File: src/rtl/stream_pkg.sv
// stream_pkg: shared defaults and state encoding for the result streamer.
//   DW_DEF  - default signed lane width
//   NL_DEF  - default lane count (the streamer is built for four lanes)
//   IDX_W   - width of the lane index
//   state_t - streamer FSM states: IDLE (nothing to send), SEND (dout valid)
package stream_pkg;

    localparam int DW_DEF = 8;
    localparam int NL_DEF = 4;
    localparam int IDX_W  = 2;

    typedef enum logic {
        IDLE = 1'b0,
        SEND = 1'b1
    } state_t;

endpackage

File: src/rtl/result_bank.sv
// result_bank: four-lane result register with a write enable and a
// lane-select read port. The full vector is also exposed so one bank
// can be copied into another in a single cycle.
//   clk, rst_n - clock and asynchronous active-low reset (bank clears to 0)
//   we         - write all lanes from wdata this cycle
//   wdata      - incoming vector, lane 0 in the low slot
//   sel        - lane to present on rdata
//   lanes      - stored vector
//   rdata      - stored lane selected by sel
module result_bank
    import stream_pkg::*;
#(
    parameter int DW = DW_DEF,
    parameter int NL = NL_DEF
) (
    input  logic                    clk,
    input  logic                    rst_n,
    input  logic                    we,
    input  logic [NL-1:0][DW-1:0]   wdata,
    input  logic [IDX_W-1:0]        sel,
    output logic [NL-1:0][DW-1:0]   lanes,
    output logic signed [DW-1:0]    rdata
);

    logic [NL-1:0][DW-1:0] mem;

    // NOTE: this storage is reset on purpose: a reset must leave no stale
    // lane visible on dout, so the bank clears rather than just holding data.
    // NOTE: sequential state uses non-blocking assignments so every register
    // samples the pre-edge values of its neighbours.
    always_ff @(posedge clk or negedge rst_n) begin
        if (!rst_n) begin
            mem <= '0;
        end else if (we) begin
            mem <= wdata;
        end
    end

    assign lanes = mem;
    assign rdata = mem[sel];

endmodule

File: src/rtl/result_streamer.sv
// result_streamer: takes a four-lane result vector on a single-cycle load
// strobe and streams the lanes out one per handshake (f1 first, f4 last).
// A one-deep pending bank queues a second vector while the first streams;
// a load arriving with the pending bank full (and no final-lane handshake
// freeing it that cycle) is dropped and flagged on overrun.
//   clk, rst_n     - clock and asynchronous active-low reset
//   f1..f4         - signed result lanes, valid when load is high
//   load           - single-cycle strobe capturing f1..f4
//   dout           - lane currently offered (0 when not valid)
//   dout_valid     - dout holds a valid lane
//   dout_ready     - consumer accepts dout when high with dout_valid
//   dout_idx       - lane number of dout (0 = f1 .. 3 = f4)
//   dout_last      - dout is the final lane of its vector
//   busy           - streaming, or pending bank occupied
//   overrun        - combinational pulse in the cycle a load is dropped
module result_streamer
    import stream_pkg::*;
#(
    parameter int DW = DW_DEF,
    parameter int NL = NL_DEF
) (
    input  logic                 clk,
    input  logic                 rst_n,
    input  logic signed [DW-1:0] f1,
    input  logic signed [DW-1:0] f2,
    input  logic signed [DW-1:0] f3,
    input  logic signed [DW-1:0] f4,
    input  logic                 load,
    output logic signed [DW-1:0] dout,
    output logic                 dout_valid,
    input  logic                 dout_ready,
    output logic [IDX_W-1:0]     dout_idx,
    output logic                 dout_last,
    output logic                 busy,
    output logic                 overrun
);

    localparam logic [IDX_W-1:0] LAST_IDX = IDX_W'(NL - 1);

    state_t             state, state_nxt;
    logic [IDX_W-1:0]   idx, idx_nxt;
    logic               pend_full, pend_full_nxt;

    logic               act_we, act_from_pend, pend_we, drop;
    logic               hs, at_last, end_hs;

    logic [NL-1:0][DW-1:0] in_vec, act_wdata, pend_lanes;
    logic [NL-1:0][DW-1:0] unused_act_lanes;
    logic signed [DW-1:0]  act_rdata, unused_pend_rdata;

    // Lane 0 (f1) sits in the low slot so the lane index selects it directly.
    assign in_vec[0] = f1;
    assign in_vec[1] = f2;
    assign in_vec[2] = f3;
    assign in_vec[3] = f4;

    assign hs      = dout_valid & dout_ready;
    assign at_last = (idx == LAST_IDX);
    assign end_hs  = hs & at_last;

    // Active is refilled either from the pending bank (queued vector goes
    // first) or straight from the inputs when nothing is queued.
    assign act_wdata = act_from_pend ? pend_lanes : in_vec;

    result_bank #(.DW(DW), .NL(NL)) u_active (
        .clk   (clk),
        .rst_n (rst_n),
        .we    (act_we),
        .wdata (act_wdata),
        .sel   (idx),
        .lanes (unused_act_lanes),
        .rdata (act_rdata)
    );

    result_bank #(.DW(DW), .NL(NL)) u_pending (
        .clk   (clk),
        .rst_n (rst_n),
        .we    (pend_we),
        .wdata (in_vec),
        .sel   (idx),
        .lanes (pend_lanes),
        .rdata (unused_pend_rdata)
    );

    // NOTE: every signal driven here gets a default first, so no path
    // through the case leaves one unassigned and no latch is inferred.
    always_comb begin
        state_nxt     = state;
        idx_nxt       = idx;
        pend_full_nxt = pend_full;
        act_we        = 1'b0;
        act_from_pend = 1'b0;
        pend_we       = 1'b0;
        drop          = 1'b0;

        case (state)
            IDLE: begin
                // Pending is always empty in IDLE, so a load goes straight
                // to the active bank.
                if (load) begin
                    act_we    = 1'b1;
                    idx_nxt   = '0;
                    state_nxt = SEND;
                end
            end

            SEND: begin
                if (end_hs) begin
                    idx_nxt = '0;
                    if (pend_full) begin
                        // Queued vector goes next; a simultaneous load
                        // takes the slot it just vacated.
                        act_we        = 1'b1;
                        act_from_pend = 1'b1;
                        if (load) begin
                            pend_we = 1'b1;
                        end else begin
                            pend_full_nxt = 1'b0;
                        end
                    end else if (load) begin
                        act_we = 1'b1;
                    end else begin
                        state_nxt = IDLE;
                    end
                end else begin
                    if (hs) begin
                        idx_nxt = idx + IDX_W'(1);
                    end
                    if (load) begin
                        if (!pend_full) begin
                            pend_we       = 1'b1;
                            pend_full_nxt = 1'b1;
                        end else begin
                            drop = 1'b1;
                        end
                    end
                end
            end

            default: begin
                state_nxt = IDLE;
            end
        endcase
    end

    always_ff @(posedge clk or negedge rst_n) begin
        if (!rst_n) begin
            state     <= IDLE;
            idx       <= '0;
            pend_full <= 1'b0;
        end else begin
            state     <= state_nxt;
            idx       <= idx_nxt;
            pend_full <= pend_full_nxt;
        end
    end

    assign dout_valid = (state == SEND);
    assign dout       = dout_valid ? act_rdata : '0;
    assign dout_idx   = idx;
    assign dout_last  = dout_valid & at_last;
    assign busy       = dout_valid | pend_full;
    assign overrun    = drop;

endmodule

File: config.mk
export PLATFORM = sky130hd
export DESIGN_NAME = result_streamer
export DESIGN_NICKNAME = d
export VERILOG_FILES = /design/src/rtl/stream_pkg.sv /design/src/rtl/result_bank.sv /design/src/rtl/result_streamer.sv
export SDC_FILE = /design/constraint.sdc
export NUM_CORES = 1
export LEC_CHECK = 0
export CORE_AREA = 2 2 99 101
export DETAILED_ROUTE_END_ITERATION = 8
export DIE_AREA = 0 0 101 103
export GPL_TIMING_DRIVEN = 1
export PLACE_DENSITY_LB_ADDON = 0.05
export SLEW_MARGIN = 20
export SYNTH_ARGS = -nofsm -noshare
export SYNTH_HDL_FRONTEND = slang
export SYNTH_HIERARCHICAL = 1
export SYNTH_SLANG_ARGS = --single-unit
export TNS_END_PERCENT = 1
File: constraint.sdc
create_clock -name clk -period 2.5 [get_ports clk]
set_clock_uncertainty 0.15 [all_clocks]
set_input_delay 0.75 -clock clk [delete_from_list [all_inputs] [get_ports clk]]
set_output_delay 0.75 -clock clk [all_outputs]
set_load 0.005 [all_outputs]
# ---- After elaboration in Yosys (flattened, before gate mapping)
# Cells that the tools add are included.
dict set report op_classes {
  magnitude_cmp 1
  n_mux 27
  add_sub_neg 1
  bitwise 5
  eq_ne 3
  reduce_logical 3
}
# cell count
set op_table {}
lappend op_table {{2-to-1 mux 32 bit} 1}
lappend op_table {{2-to-1 mux 1 bit} 17}
lappend op_table {{binary-select mux 8 bit (select 2 bit)} 1}
lappend op_table {{2-to-1 mux 8 bit} 2}
lappend op_table {{2-to-1 mux 2 bit} 3}
lappend op_table {{case mux 1 bit (2 select lines)} 2}
lappend op_table {{case mux 2 bit (2 select lines)} 1}
lappend op_table {{AND reduction 2 bit} 2}
lappend op_table {{AND 1 bit} 3}
lappend op_table {{less-than comparator 2 x 3 -> 1 bit (second input constant)} 1}
lappend op_table {{!= test 3 x 1 -> 1 bit (second input constant)} 1}
lappend op_table {{adder 2 x 1 -> 2 bit (second input constant)} 1}
lappend op_table {{equality test 2 bit (second input constant)} 1}
lappend op_table {{!= test 2 bit (second input constant)} 1}
lappend op_table {{nonzero test 2 bit} 1}
lappend op_table {{inverter 1 bit} 1}
lappend op_table {{bitwise OR 1 bit} 1}
dict set report totals {
  wordCells 51
  ff_bits 68
  in_bits 36
  out_inout_bits 14
}

# ---- Logic depth before layout (Yosys ltp)
dict set report depth {
  word_depth 5
  ltp_mapped 7
  depth_no_buf 5
}

# ---- Modules after synthesis
# The synthesis kept the hierarchy.
# mod area_per_inst_um2 instances cells_per_inst seq_area_each_um2
set modules_own_cells {}
lappend modules_own_cells {result_bank 1411.4 2 78 800.8}
lappend modules_own_cells {result_streamer 828.3 1 74 100.1}

# ---- Worst setup path before layout
# Ideal clock, no wire load.
dict set report synth_path {
  kind {register -> output}
  from {register idx[0] (netlist: dout_idx[0])}
  to {output port dout[0]}
  path_slack_ns 0.314
  stages_incl_launch_ff 4
  arrival_time_ns 1.286
  n_path_buf 1
  required_time_ns 1.600
  path_cell_list {dfrtp_1 buf_6 mux4_2 and2_1}
}
dict set report synth_via {
  elab_chain_len 3
}
# item line_no
set synth_rtl {}
lappend synth_rtl {{start: declaration} result_streamer.sv:41} ;# logic [IDX_W-1:0] idx, idx_nxt;
lappend synth_rtl {{start signal: assignment} result_streamer.sv:153} ;# idx <= idx_nxt;
lappend synth_rtl {{binary-select mux 8 bit (select 2 bit)} result_bank.sv:40} ;# assign rdata = mem[sel];
lappend synth_rtl {{2-to-1 mux 8 bit (not written as such)} result_bank.sv:40}
lappend synth_rtl {{net act_rdata[0]} result_streamer.sv:49} ;# logic signed [DW-1:0] act_rdata, unused_pend_rdata;
lappend synth_rtl {{2-to-1 mux 8 bit} result_streamer.sv:159} ;# assign dout = dout_valid ? act_rdata : '0;
lappend synth_rtl {{end: declaration} result_streamer.sv:29} ;# output logic signed [DW-1:0] dout,
# The timed path passes the listed nets, and every way through them passes these cells. The select of a mux whose other input is x is not followed.

# ---- Worst setup path in the final report
dict set report layout_path {
  from {register idx[0] (netlist: dout_idx[0])}
  to {output port dout[7]}
}
# Same word-level chain as after synthesis.

==> results.ini <==
[cells_and_area]
seqCellArea_um2 = 1700
final_nets = 319
num-fill-cells = 881
n_antenna_cell = 0
multi_input_area_um2 = 1630
fin_area_um2 = 4430
drive_above_1_share = 0.557
area_growth_pct = 28.2

[setup_path]
worstSetupEndpointType = primary output
cp_slowest_cell = mux4_2
crit_family = multiplexers
path_max_fanout = 5
path_cells = buf_8, mux4_2, and2_4, buf_6
path_buf_inv = 2
critPathKind = reg2out
slowest_delay_ns = 0.51
critPathArrivalTime_ns = 1.66
cp.required_ns = 1.60
start_kind = flop

[grt]
grt_start_max_net_pins = 69
grt_pass1_wl_um = 10200
grt_overflow_total = 0
grtUsageTotal = 0.131
grt_antenna_before_repair = 0
grt_pass1_vias = 1906

[place]
portBuffers = 49
gp_congestion = 0.640
post_dp_cell_area_um2 = 4150
place_hpwl_um = 4270

[floorplan]
rows = 36
die_height_um = 103
start_util = 0.365
ios = 50
core_region_area_um2 = 9460
die-area_um2 = 10400
fp.dieW_um = 101

[power_and_ir_drop]
vdd_drop_max_mv = 0.373
leakage_uw = 0.00195
p_per_area_nw_per_um2 = 1200
power_uw = 5300

[status]
violations = setup timing
status = complete, but fails checks

[sta]
slew_headroom = 0.747
setup_tns_ns = -0.326
maxSlewViolCount = 0
clock.fmax_ghz = 0.390
hold_slack_ns = 0.276
fin_crit_ns = 2.56
rsz0062_at_grt = true
setup_slack_ns = -0.0636
max_slew.worst_pin.slew_ns = 0.379
period_share = 1.03
final_hold_viol_count = 0
setup_viol = 8

[clock_network]
numClockSinks = 68
cts_tree = yes
clk_latency_ns = 0.33
cts_buffers = 9
clk_pin_slew_ns = 0.08
clock-root-buffer = clkbuf_8
clock_path_buffers = 2
h-tree-depth = 3

[routing]
drc = 0
postRouteAntennaNets = 0
vias = 1923
dr.first_iter.drc_count = 32
via_per_inst = 4.80
routed_wl_um = 6420
drt-wirelength-per-cell_um = 16.0
drt_first_pass_iters = 3

[logic_synthesis]
syn_avg_cell_area_um2 = 15.7
syn_area_um2 = 3450
synth_warnings = 6
synth_nets = 257
synthCells = 220

[run]
drv_cap = 0

[hold_path]
hp-class = in2async

report_power, final:
part / internal (uW) / total [uW] / switching [uW]
clock network: 690 / 1120 / 431
logic: 1550 / 2250 / 703
registers: 1650 / 1930 / 274
total: 3890 / 5300 / 1410
cells in the final DEF, fill, tap and decap left out, drive strengths merged:
cell	count
mux2i	1
xor2	1
ha	1
mux4	8
a21oi	3
bufinv	3
nand2b	1
nand3	1
nor3b	1
clkinv	2
nor2	1
and2	9
o31ai	1
clkinvlp	1
inv	2
and3	1
dlymetal6s2s	1
mux2	96
clkdlybuf4s50	36
or2	1
o21ai	3
dlygate4sd2	2
nand2	4
and4	1
buf	26
nand4	1
clkbuf	11
dfrtp	68
metal layers:
metal,vias to the layer above,global-route usage,share of wire
li1,918,-,-
met1,966,0.180,0.49
met2,32,0.203,0.46
met3,7,0.0285,0.039
met4,0,0.0561,0.012
met5,-,0,0
metrics by stage:
stage / setup slack [ns] / cells / util
2_1_floorplan: 0.352 / 220 / -
3_3_place_gp: -0.321 / 384 / 0.439
3_5_place_dp: -0.330 / 384 / 0.439
4_1_cts: -0.146 / 403 / 0.471
5_1_grt: -0.137 / 401 / 0.468
6_report: -0.0636 / 401 / 0.468
cell type report:
type / count / area share
Multi-Input combinational cell: 135 / 0.368
Timing Repair Buffer: 66 / 0.158
Clock inverter: 6 / 0.0251
Sequential cell: 68 / 0.385
Clock buffer: 10 / 0.0311
Tap cell: 114 / 0.0322
Inverter: 2 / 0.00169
worst paths after layout:
kind / startpoint / to / slack [ns] / cells after the start
max in group asynchronous: rst_n / dout_idx[0] / 1.59 / 2
max reg2reg: dout_idx[0] / u_pending/lanes[26] / 0.30 / 8
min: rst_n / u_pending/lanes[3] / 0.28 / 2
max: dout_idx[0] / dout[7] / -0.06 / 4
min in group clk: u_pending/lanes[29] / u_pending/lanes[29] / 0.36 / 1
min reg2reg: u_pending/lanes[29] / u_pending/lanes[29] / 0.36 / 1
repair_timing:
item	4_1_cts	5_1_grt
setup endpoints to repair	11	11
resized for setup	52	8
pin swaps	1	0
setup buffers	2	0
cloned	1	0
hold buffers	0	0
sequential cells by signal, indices dropped and copies added, names as in the netlist:
name             flops
dout_valid           1
dout_idx             2
pend_full            1
u_pending/lanes     32
u_active/lanes      32
Power figures use the tool's default switching activity.
